**config.mk**
```make
export PLATFORM = sky130hd
export DESIGN_NAME = hpu_run_seq
export DESIGN_NICKNAME = d
export VERILOG_FILES = /design/src/rtl/hpu_pkg.sv /design/src/rtl/hpu_nest_cnt.sv /design/src/rtl/hpu_run_seq.sv
export SDC_FILE = /design/constraint.sdc
export NUM_CORES = 1
export LEC_CHECK = 0
export ABC_AREA = 1
export BUFFER_PORTS_ARGS = -buffer_cell sky130_fd_sc_hd__buf_2
export CAP_MARGIN = 20
export CORE_UTILIZATION = 45
export CTS_CLUSTER_SIZE = 10
export DETAILED_ROUTE_END_ITERATION = 7
export HOLD_SLACK_MARGIN = 0.08
export PLACE_DENSITY = 0.67
export SLEW_MARGIN = 20
export SYNTH_ARGS = -nofsm -noshare
export SYNTH_HDL_FRONTEND = slang
export SYNTH_SLANG_ARGS = --single-unit
export TNS_END_PERCENT = 5
```
**constraint.sdc**
```tcl
create_clock -name AXIS_ACLK -period 1.6 [get_ports AXIS_ACLK]
set_clock_uncertainty 0.15 [all_clocks]
set_input_delay 0.24 -clock AXIS_ACLK [delete_from_list [all_inputs] [get_ports AXIS_ACLK]]
set_output_delay 0.24 -clock AXIS_ACLK [all_outputs]
set_load 0.01 [all_outputs]
```
**src/rtl/hpu_pkg.sv**
```systemverilog
`default_nettype none
// ============================================================================
// Module      : hpu_pkg
// Description : Shared types and constants for the HPU job sequencer.
// Revision    : 1.0 - initial release
// ============================================================================
package hpu_pkg;

    // Default widths for item-memory address and loop limits
    localparam int c_mat_w = 16;
    localparam int c_i_w   = 20;
    localparam int c_j_w   = 20;

    // Sequencer states
    typedef enum logic [2:0] {
        ST_IDLE  = 3'd0,
        ST_INIT  = 3'd1,
        ST_ARM   = 3'd2,
        ST_RUN   = 3'd3,
        ST_DRAIN = 3'd4,
        ST_DONE  = 3'd5
    } hpu_state_e;

    // Control register bit positions (AXI-Lite side)
    localparam int c_ctrl_start_bit  = 0;
    localparam int c_ctrl_abort_bit  = 1;
    localparam int c_ctrl_skip_bit   = 2;

    // Status register bit positions (AXI-Lite side)
    localparam int c_stat_busy_bit    = 0;
    localparam int c_stat_done_bit    = 1;
    localparam int c_stat_aborted_bit = 2;

endpackage
`default_nettype wire

```
**src/rtl/hpu_nest_cnt.sv**
```systemverilog
`default_nettype none
// ============================================================================
// Module      : hpu_nest_cnt
// Description : Two-level inclusive i/j loop counter. j runs 0..lim_j, then
//               wraps and advances i. On the final position i is held so the
//               counter never rolls over.
// Revision    : 1.0 - initial release
// ============================================================================
module hpu_nest_cnt
    import hpu_pkg::*;
#(
    parameter int I_W = c_i_w,
    parameter int J_W = c_j_w
) (
    input  logic           clk,
    input  logic           rst_n,
    input  logic           clr,
    input  logic           inc,
    input  logic [I_W-1:0] lim_i,
    input  logic [J_W-1:0] lim_j,
    output logic           wrap_j,
    output logic           wrap_all
);

    localparam logic [I_W-1:0] c_i_one = {{(I_W-1){1'b0}}, 1'b1};
    localparam logic [J_W-1:0] c_j_one = {{(J_W-1){1'b0}}, 1'b1};

    logic [I_W-1:0] i_q, i_d;
    logic [J_W-1:0] j_q, j_d;

    // Wrap flags describe the current position, valid in the inc cycle
    always_comb begin
        wrap_j   = (j_q == lim_j);
        wrap_all = wrap_j && (i_q == lim_i);
    end

    // Next-count: clear, advance j, or wrap j and advance i (held at the end)
    always_comb begin
        i_d = i_q;
        j_d = j_q;
        if (clr) begin
            i_d = '0;
            j_d = '0;
        end else if (inc) begin
            if (wrap_j) begin
                j_d = '0;
                if (!wrap_all) begin
                    i_d = i_q + c_i_one;
                end
            end else begin
                j_d = j_q + c_j_one;
            end
        end
    end

    // Counter registers
    always_ff @(posedge clk or negedge rst_n) begin
        if (!rst_n) begin
            i_q <= '0;
            j_q <= '0;
        end else begin
            i_q <= i_d;
            j_q <= j_d;
        end
    end

endmodule
`default_nettype wire

```
**src/rtl/hpu_run_seq.sv**
```systemverilog
`default_nettype none
// ============================================================================
// Module      : hpu_run_seq
// Description : Sequencer for one HPU job: item-memory fill, encode loop over
//               addr_i x addr_j input beats, then wait for the output stream's
//               last beat. Software only pulses start/abort and reads status.
// Revision    : 1.0 - initial release
// ============================================================================
module hpu_run_seq
    import hpu_pkg::*;
#(
    parameter int MAT_W = c_mat_w,
    parameter int I_W   = c_i_w,
    parameter int J_W   = c_j_w
) (
    input  logic             AXIS_ACLK,
    input  logic             AXIS_ARESETN,
    input  logic             start,
    input  logic             abort,
    input  logic             skip_init,
    input  logic [MAT_W-1:0] random_num,
    input  logic [I_W-1:0]   addr_i,
    input  logic [J_W-1:0]   addr_j,
    input  logic             get_valid,
    output logic             get_ready,
    input  logic             out_valid,
    input  logic             out_ready,
    input  logic             out_last,
    output logic             matw,
    output logic [MAT_W-1:0] mat_a,
    output logic             run,
    output logic             exec,
    output logic             update,
    output logic             get_fin,
    output logic             busy,
    output logic             done,
    output logic             aborted
);

    localparam logic [MAT_W-1:0] c_mat_one = {{(MAT_W-1){1'b0}}, 1'b1};

    hpu_state_e       state_q, state_d;
    logic [MAT_W-1:0] rn_q, rn_d;
    logic [I_W-1:0]   lim_i_q, lim_i_d;
    logic [J_W-1:0]   lim_j_q, lim_j_d;
    logic [MAT_W-1:0] mat_a_q, mat_a_d;
    logic             matw_q, matw_d;
    logic             run_q, run_d;
    logic             exec_q, exec_d;
    logic             update_q, update_d;
    logic             get_fin_q, get_fin_d;
    logic             busy_q, busy_d;
    logic             done_q, done_d;
    logic             aborted_q, aborted_d;

    logic             cnt_clr;
    logic             cnt_inc;
    logic             wrap_j;
    logic             wrap_all;
    logic             beat;

    hpu_nest_cnt #(
        .I_W (I_W),
        .J_W (J_W)
    ) u_cnt (
        .clk      (AXIS_ACLK),
        .rst_n    (AXIS_ARESETN),
        .clr      (cnt_clr),
        .inc      (cnt_inc),
        .lim_i    (lim_i_q),
        .lim_j    (lim_j_q),
        .wrap_j   (wrap_j),
        .wrap_all (wrap_all)
    );

    // Input stream is accepted only while in RUN; this is the one unregistered output
    always_comb begin
        get_ready = (state_q == ST_RUN);
        beat      = get_valid && get_ready;
    end

    // Next-state and registered-output logic; abort outranks everything outside IDLE
    always_comb begin
        state_d   = state_q;
        rn_d      = rn_q;
        lim_i_d   = lim_i_q;
        lim_j_d   = lim_j_q;
        mat_a_d   = mat_a_q;
        matw_d    = matw_q;
        run_d     = run_q;
        exec_d    = 1'b0;
        update_d  = 1'b0;
        get_fin_d = 1'b0;
        done_d    = done_q;
        aborted_d = aborted_q;
        cnt_clr   = 1'b0;
        cnt_inc   = 1'b0;

        if (abort && (state_q != ST_IDLE)) begin
            state_d   = ST_IDLE;
            matw_d    = 1'b0;
            mat_a_d   = '0;
            run_d     = 1'b0;
            aborted_d = 1'b1;
        end else begin
            case (state_q)
                ST_IDLE: begin
                    if (start) begin
                        rn_d      = random_num;
                        lim_i_d   = addr_i;
                        lim_j_d   = addr_j;
                        done_d    = 1'b0;
                        aborted_d = 1'b0;
                        mat_a_d   = '0;
                        if (skip_init) begin
                            state_d = ST_ARM;
                            run_d   = 1'b1;
                        end else begin
                            state_d = ST_INIT;
                            matw_d  = 1'b1;
                        end
                    end
                end
                ST_INIT: begin
                    if (mat_a_q == rn_q) begin
                        state_d = ST_ARM;
                        matw_d  = 1'b0;
                        mat_a_d = '0;
                        run_d   = 1'b1;
                    end else begin
                        mat_a_d = mat_a_q + c_mat_one;
                    end
                end
                ST_ARM: begin
                    cnt_clr = 1'b1;
                    state_d = ST_RUN;
                end
                ST_RUN: begin
                    if (beat) begin
                        cnt_inc  = 1'b1;
                        exec_d   = 1'b1;
                        update_d = wrap_j;
                        if (wrap_all) begin
                            get_fin_d = 1'b1;
                            state_d   = ST_DRAIN;
                        end
                    end
                end
                ST_DRAIN: begin
                    if (out_valid && out_ready && out_last) begin
                        state_d = ST_DONE;
                        run_d   = 1'b0;
                        done_d  = 1'b1;
                    end
                end
                ST_DONE: begin
                    state_d = ST_IDLE;
                end
                default: begin
                    state_d = ST_IDLE;
                    matw_d  = 1'b0;
                    mat_a_d = '0;
                    run_d   = 1'b0;
                end
            endcase
        end

        busy_d = (state_d != ST_IDLE);
    end

    // State, shadow and output registers
    always_ff @(posedge AXIS_ACLK or negedge AXIS_ARESETN) begin
        if (!AXIS_ARESETN) begin
            state_q   <= ST_IDLE;
            rn_q      <= '0;
            lim_i_q   <= '0;
            lim_j_q   <= '0;
            mat_a_q   <= '0;
            matw_q    <= 1'b0;
            run_q     <= 1'b0;
            exec_q    <= 1'b0;
            update_q  <= 1'b0;
            get_fin_q <= 1'b0;
            busy_q    <= 1'b0;
            done_q    <= 1'b0;
            aborted_q <= 1'b0;
        end else begin
            state_q   <= state_d;
            rn_q      <= rn_d;
            lim_i_q   <= lim_i_d;
            lim_j_q   <= lim_j_d;
            mat_a_q   <= mat_a_d;
            matw_q    <= matw_d;
            run_q     <= run_d;
            exec_q    <= exec_d;
            update_q  <= update_d;
            get_fin_q <= get_fin_d;
            busy_q    <= busy_d;
            done_q    <= done_d;
            aborted_q <= aborted_d;
        end
    end

    // Drive ports from their registers
    always_comb begin
        matw    = matw_q;
        mat_a   = mat_a_q;
        run     = run_q;
        exec    = exec_q;
        update  = update_q;
        get_fin = get_fin_q;
        busy    = busy_q;
        done    = done_q;
        aborted = aborted_q;
    end

endmodule
`default_nettype wire

```
==> out/qor.txt, run 1 <==
Placed cell count: 1,288
Number of flops mapped to enable cells by yosys: 0
Largest cells by area after synthesis: dfrtp_1, nand2_1, inv_1
P&R area growth vs syn: 54.5%
Chip Height: 123 um
Clock transition at the registers of the reported paths: 0.06 ns
WP data arrival: 2.09 ns
Most numerous cell in the Yosys netlist: nand2_1
I/O Pins: 90
Avg Inst Size Synth: 7.62 um2
Antenna viol nets, final: 0
Post-DP Area: 0.00855 mm2
Crit path max fanout: 8
Hpwl dp: 13,100 um
Count of distinct cell types in the synthesized netlist: 41
Fin nets: 1,269
Core Rows: 43
Post-synth top cells: nand2_1, dfrtp_1, inv_1, nor2_1, o21ai_0
Total Die Area: 0.0152 mm2
Critical R2R Launch: u_cnt.j_q[5]
CTS tree: built
Reg power frac: 32.5%
Seq/Total Area, Yosys: 46.4%
Comb pwr share: 38.3%
RD Place Congestion: 0.932
Async set-or-reset flop fraction in the synthesized netlist: 100%
Max-slew violation count: 0
Post-route setup slack: -0.337 ns
Post-route cell area: 0.0102 mm2
Final period util: 121%
Iter 0 DRT Violations: 363
Reg2Reg Depth: 13
Antenna violations before repair: 0
H-tree levels: 4
Root Buffer Master: clkbuf_16
First-pass GRT wire length: 32,300 um
CTS max path bufs: 2
Synth Register Bits: 123
Vias in the first global route: 6,868
Switching share of power: 35.3%
Yosys top cell by area: dfrtp_1
Hold Vio Cnt, Final: 0
Via density: 4.89
Ys flop type: dfrtp_1
Initial Util: 46.8%
Cell Int Power: 9.69 mW
Slew HR: 72.1%
Antenna Cells: 0
Syn nets: 938
Clock share of power: 29.2%
Critical Path Start: u_cnt.j_q[5]
Power Dens Cells: 1460 mW/mm2
TritonRoute pass-1 iters: 6
Final Non-Filler Cells: 1,394
HP Class: input pin to flip-flop
Largest net degree at the start of global routing: 56
IO Port Bufs: 89
# clock sinks: 123
Slew @ Worst Pin: 0.419 ns
Num CTS Buffers: 17
CP Launch Type: flip-flop
Static leakage: 5.18 nW
Via Count: 6,817
DRC: 0
Fmax: 516 MHz
Startpoint of the worst hold path: get_valid
Total Power: 15.0 mW
Worst EP required: 1.76 ns
Unrepaired setup endpoints after global routing: yes
Core ar.: 0.0141 mm2
Max_cap viols: 0
Yosys warnings: 0
Cells after Synth: 870
CTS Hold Bufs: 59
Peak supply drop: 0.779 mV
Overflow after GRT: 0
Die X: 123 um
Hold Crit Depth: 3
Post-synth top area share: 46.4%
Final worst path period need: 1.94 ns
Status: complete, but fails checks
Wire per inst: 13.9 um
Failing checks: setup timing
Final core utilization: 72.4%
Layout cells sized above 1: 33.4%
Synthesized area: 0.00663 mm2
Worst-skew pair later-pin latency: 0.42 ns
Routed wire length: 19,400 um
P_sw: 5.29 mW
Finish-stage setup viols: 120
WS Path Type: flip-flop to flip-flop
Critical path capture point type: flip-flop
Global-route usage over all layers: 27.7%
==> sequential cells by signal, indices dropped and copies added (netlist names) <==
name	cells
lim_i_q	20
lim_j_q	20
u_cnt.i_q	20
u_cnt.j_q	20
mat_a	16
rn_q	16
state_q	3
aborted	1
busy	1
done	1
exec	1
get_fin	1
matw	1
run	1
update	1
==> cells by family (layout without fill, tap and decap cells) <==
family                   after synthesis  in the layout  synth area share (%)
buffers and inverters                117            460                  7.13
XOR/XNOR                              60             60                  8.04
AND/OR/NAND/NOR                      485            486                  31.2
adder cells (fa/ha/maj)                3              3                 0.566
flip-flops                           123            123                  46.4
AO/OA/AOI/OAI                         82             82                  6.66
==> layout by cell type, fill, tap and decap left out, types with 7 or more instances in the layout <==
cell type,instances
buf_4,168
nand2_1,285
nor3_1,14
o21ai_1,12
xnor2_1,24
xor2_1,32
dfrtp_2,7
nor2_4,10
nor2_1,60
buf_2,88
inv_2,17
dlygate4sd3_1,59
nor2_2,11
nand2_2,20
nand3_1,42
o21ai_2,11
o21ai_0,36
nand4_1,16
inv_1,80
a21oi_1,12
clkbuf_16,17
dfrtp_1,116
==> worst max-delay path: stages, from the launching register on <==
cell     delay [ns]
dfrtp_1        0.41
inv_1          0.08
nand2_1        0.05
nand2_1        0.07
nand2_2        0.08
nor2_4         0.15
nand3_4        0.10
nor2_4         0.14
inv_4          0.07
nor2_4         0.13
nand2_4        0.09
nand2_8        0.13
buf_6          0.13
o21ai_1        0.05
==> metal layers <==
metal  global-route usage (%)  vias up  part of all wire [%]
met5                        0        -                     0
met4                     10.3        0                   2.0
met3                     4.57       30                   3.9
met2                     46.6      167                    49
met1                     35.7     3208                    45
li1                         -     3412                     -
==> power by group through the flow <==
stage               clock [mW]  sequential, mW  combinational [mW]
detailed placement           0            4.82                4.93
finish                    4.37            4.87                5.74
floorplan                    0            4.77                2.83
CTS                       4.41            4.82                5.39
global placement             0            4.80                4.84
global route              4.55            4.97                6.43
==> final timing paths <==
kind,endpoint,slack [ns]
worst min register to register,rn_q[10],0.34
worst max register to register,u_cnt.i_q[3],-0.34
max in group asynchronous,mat_a[13],0.63
worst max-delay path,u_cnt.i_q[3],-0.34
worst min-delay path,update,0.004
min in group asynchronous,u_cnt.i_q[11],0.14
==> metrics by stage <==
step                setup TNS, ns  hold slack [ns]  worst slack (ns)
global route               -34.94         -0.00401            -0.466
CTS                        -15.81         -0.00864            -0.272
detailed placement         -26.01           0.0500            -0.389
floorplan                   -7.50           -0.206            -0.168
global placement           -27.05           0.0504            -0.405
finish                     -18.70          0.00437            -0.337
==> what timing repair did <==
item / CTS / global route
cloned: 2 / 0
resized for setup: 52 / 58
buffers inserted: 8 / 5
endpoints found under the hold margin: 183 / 1
pin swaps: 12 / 22
endpoints found under the setup margin: 122 / 124
==> layout make-up <==
| cell class | instances | area, um2 |
|---|---|---|
| tap | 180 | 225 |
| clock buffer | 22 | 484 |
| fill | 1065 | 3910 |
| timing repair inverter | 1 | 11.3 |
| inverter | 100 | 390 |
| clock inverter | 10 | 186 |
| timing repair buffer | 327 | 2480 |
| sequential | 123 | 3090 |
| multi-input combinational | 631 | 3370 |
Power figures use the tool's default switching activity.
==> run 2, diff against run 1 <==
--- a/config.mk
+++ b/config.mk
@@ -9,7 +9,6 @@
 export BUFFER_PORTS_ARGS = -buffer_cell sky130_fd_sc_hd__buf_2
 export CAP_MARGIN = 20
 export CORE_UTILIZATION = 45
-export CTS_CLUSTER_SIZE = 10
 export DETAILED_ROUTE_END_ITERATION = 7
 export HOLD_SLACK_MARGIN = 0.08
 export PLACE_DENSITY = 0.67
==> constraint.sdc (replaced) <==
create_clock -name AXIS_ACLK -period 1.73 [get_ports AXIS_ACLK]
set_clock_uncertainty 0.15 [all_clocks]
set_input_delay 0.2595 -clock AXIS_ACLK [delete_from_list [all_inputs] [get_ports AXIS_ACLK]]
set_output_delay 0.2595 -clock AXIS_ACLK [all_outputs]
set_load 0.01 [all_outputs]
==> run 2 against run 1 <==
Net effect: the run still ends with setup timing left; fmax is 1.2% higher; count of clock-buffer cells in the layout increased by 2; sequential share of layout area is 0.66 points higher; wire length is 0.81% lower; first-iteration DRC count is 15% higher; clock power decreased by 20%; critical endpoint is now u_cnt.i_q[14]; largest cell class unchanged; largest power group unchanged; highest routed layer unchanged.
==> out/qor.txt, run 2 (synthesized netlist as in run 1, its figures left out) <==
Status: complete, but fails checks
Failing checks: setup timing
Fin nets: 1,259 (-0.79%)
Hold Crit Depth: 3 (unchanged)
Most common cell after layout, fill and taps aside: nand2_1
I/O Pins: 90 (unchanged)
Wire per inst: 13.9 um (about the same)
Fillcell total: 1,105 (+3.8%)
HP Class: input pin to flip-flop
Reg-to-Reg End: u_cnt.i_q[14]
Final core utilization: 70.6% (-1.8 points)
Via density: 4.86 (-0.61%)
Critical path capture point type: flip-flop
IO Port Bufs: 89 (unchanged)
Most frequent cells in the layout: nand2_1, buf_4, dfrtp_1, buf_2, inv_1
Static leakage: 5.08 nW (-2.0%)
Core ar.: 0.0141 mm2 (unchanged)
Finish-stage setup viols: 53 (-56%)
Vias in the first global route: 6,594 (-4.0%)
Clock transition at the registers of the reported paths: 0.05 ns (about the same)
Core Rows: 43 (unchanged)
Die X: 123 um (unchanged)
Reg2Reg Depth: 13 (unchanged)
Antenna violations before repair: 0 (unchanged)
Slew HR: 78.0% (+6.0 points)
Overflow after GRT: 0 (unchanged)
CTS max path bufs: 2 (unchanged)
Unrepaired setup endpoints after global routing: yes
TritonRoute pass-1 iters: 5 (-1)
Worst-skew pair later-pin latency: 0.42 ns (about the same)
# clock sinks: 123 (unchanged)
Max_cap viols: 0 (unchanged)
Total Die Area: 0.0152 mm2 (unchanged)
Min-Delay Endpoint: aborted
Root Buffer Master: clkbuf_16
Critical Path Max Stage Delay: 0.40 ns (about the same)
Iter 0 DRT Violations: 419 (+15%)
First-pass GRT wire length: 30,900 um (-4.2%)
WP data arrival: 2.07 ns (-0.02 ns)
Total Power: 13.2 mW (-12%)
Critical R2R Launch: u_cnt.j_q[17]
Max-slew violation count: 0 (unchanged)
Via Count: 6,722 (-1.4%)
Fmax: 522 MHz (+1.2%)
Final period util: 111% (-10 points)
CP Launch Type: flip-flop
Chip Height: 123 um (unchanged)
CTS tree: built
Post-route setup TNS: -4.94 ns (+13.76 ns)
Largest net degree at the start of global routing: 51 (-8.9%)
Startpoint of the worst hold path: abort
Slew @ Worst Pin: 0.326 ns (-0.0929 ns)
Power Dens Cells: 1320 mW/mm2 (-10%)
Crit path max fanout: 7 (-1)
Layout cells sized above 1: 30.3% (-3.2 points)
Critical-path top delay cell: dfrtp_1
Global-route usage over all layers: 26.5% (-1.2 points)
Post-route setup slack: -0.184 ns (+0.153 ns)
Routed wire length: 19,200 um (-0.81%)
Peak supply drop: 1.03 mV (+32%)
DRC: 0 (unchanged)
Place WS: -0.267 ns (+0.122 ns)
Cell Chain, Critical Path: inv_1 > nand2_1 > nand2_1 > nand2_1 > nor2_2 > nand3_2 > nor2_4 > inv_4 > nor2_4 > nand2_2 > nand2_4 > clkbuf_16 > o21ai_1
P&R area growth vs syn: 50.7%
Critical Path Start: u_cnt.j_q[17]
Hold Vio Cnt, Final: 0 (unchanged)
Hpwl dp: 13,200 um (+0.63%)
Initial Util: 46.8% (unchanged)
WS Path Type: flip-flop to flip-flop
Crit path top cell by count: nand2_1
Antenna viol nets, final: 0 (unchanged)
Num CTS Buffers: 17 (unchanged)
H-tree levels: 4 (unchanged)
Worst EP required: 1.89 ns (+0.13 ns)
Setup slack, reg-to-reg: -0.18 ns (+0.15 ns)
Antenna Cells: 0 (unchanged)
Final worst path period need: 1.91 ns (-0.0235 ns)
RD Place Congestion: 0.927 (-0.58%)
==> run 2: cell count changes in the layout (fill, tap and decap cells not counted), sizes merged <==
cell,previous run,this run
bufinv,5,2
clkinvlp,3,2
buf,268,258
dlygate4sd3,59,60
clkbuf,22,25
nand2,313,312
==> run 2: per-stage QoR <==
stage / instances / hold slack [ns] / instance area, um2
2_1_floorplan: 870 / -0.186 / 6630
3_3_place_gp: 1276 / 0.0369 / 8470
3_5_place_dp: 1276 / 0.0319 / 8470
4_1_cts: 1372 / 0.0809 / 9790
5_1_grt: 1383 / 0.106 / 9990
6_report: 1383 / 0.0930 / 9990
==> run 2: repair_timing <==
item                                    4_1_cts  5_1_grt
endpoints found under the setup margin       93      108
buffers inserted                              5       10
endpoints found under the hold margin       182        0
hold buffers                                 60        0
pin swaps                                     8       14
cloned                                        0        1
resized for setup                            39       34
==> run 2: cell type report <==
cell class / instances / area [um2] / area share, %
Clock inverter: 7 / 90.1 / 0.902
Timing Repair Buffer: 319 / 2450 / 24.6
Multi-Input combinational cell: 630 / 3280 / 32.8
Sequential cell: 123 / 3080 / 30.8
Inverter: 100 / 385 / 3.86
Clock buffer: 24 / 482 / 4.82
Tap cell: 180 / 225 / 2.25
==> run 2: power breakdown <==
group          switching [mW]  internal, mW  leakage (nW)  total, mW
sequential              0.663          3.80          1.60       4.46
combinational            2.78          2.44          3.20       5.22
clock                    1.27          2.22         0.276       3.48
total                    4.71          8.45          5.08       13.2
==> run 2: critical path: cells and delay by family, from the launching register on <==
family                 cells  cell delay [ns]
DFF                        1             0.40
AOI/OAI and AO/OA          1             0.06
and+or+nand+nor            9             0.84
buffers and inverters      3             0.34
==> run 2: worst max path at each step <==
stage / cells past startpoint / slack, ns / to
CTS: 14 / -0.18 / u_cnt.i_q[10]
global placement: 11 / -0.26 / mat_a[2]
finish: 13 / -0.18 / u_cnt.i_q[14]
global route: 14 / -0.36 / u_cnt.i_q[14]
floorplan: 11 / -0.04 / u_cnt.i_q[9]
detailed placement: 11 / -0.27 / mat_a[2]
==> run 2: metal layers <==
metal  GRT usage [%]  vias up  wire (um)
met1            33.7     3178       8700
met2            44.9      136       9540
met4            8.89        0        380
li1                -     3376          -
met5               0        -          0
met3            5.40       32        599
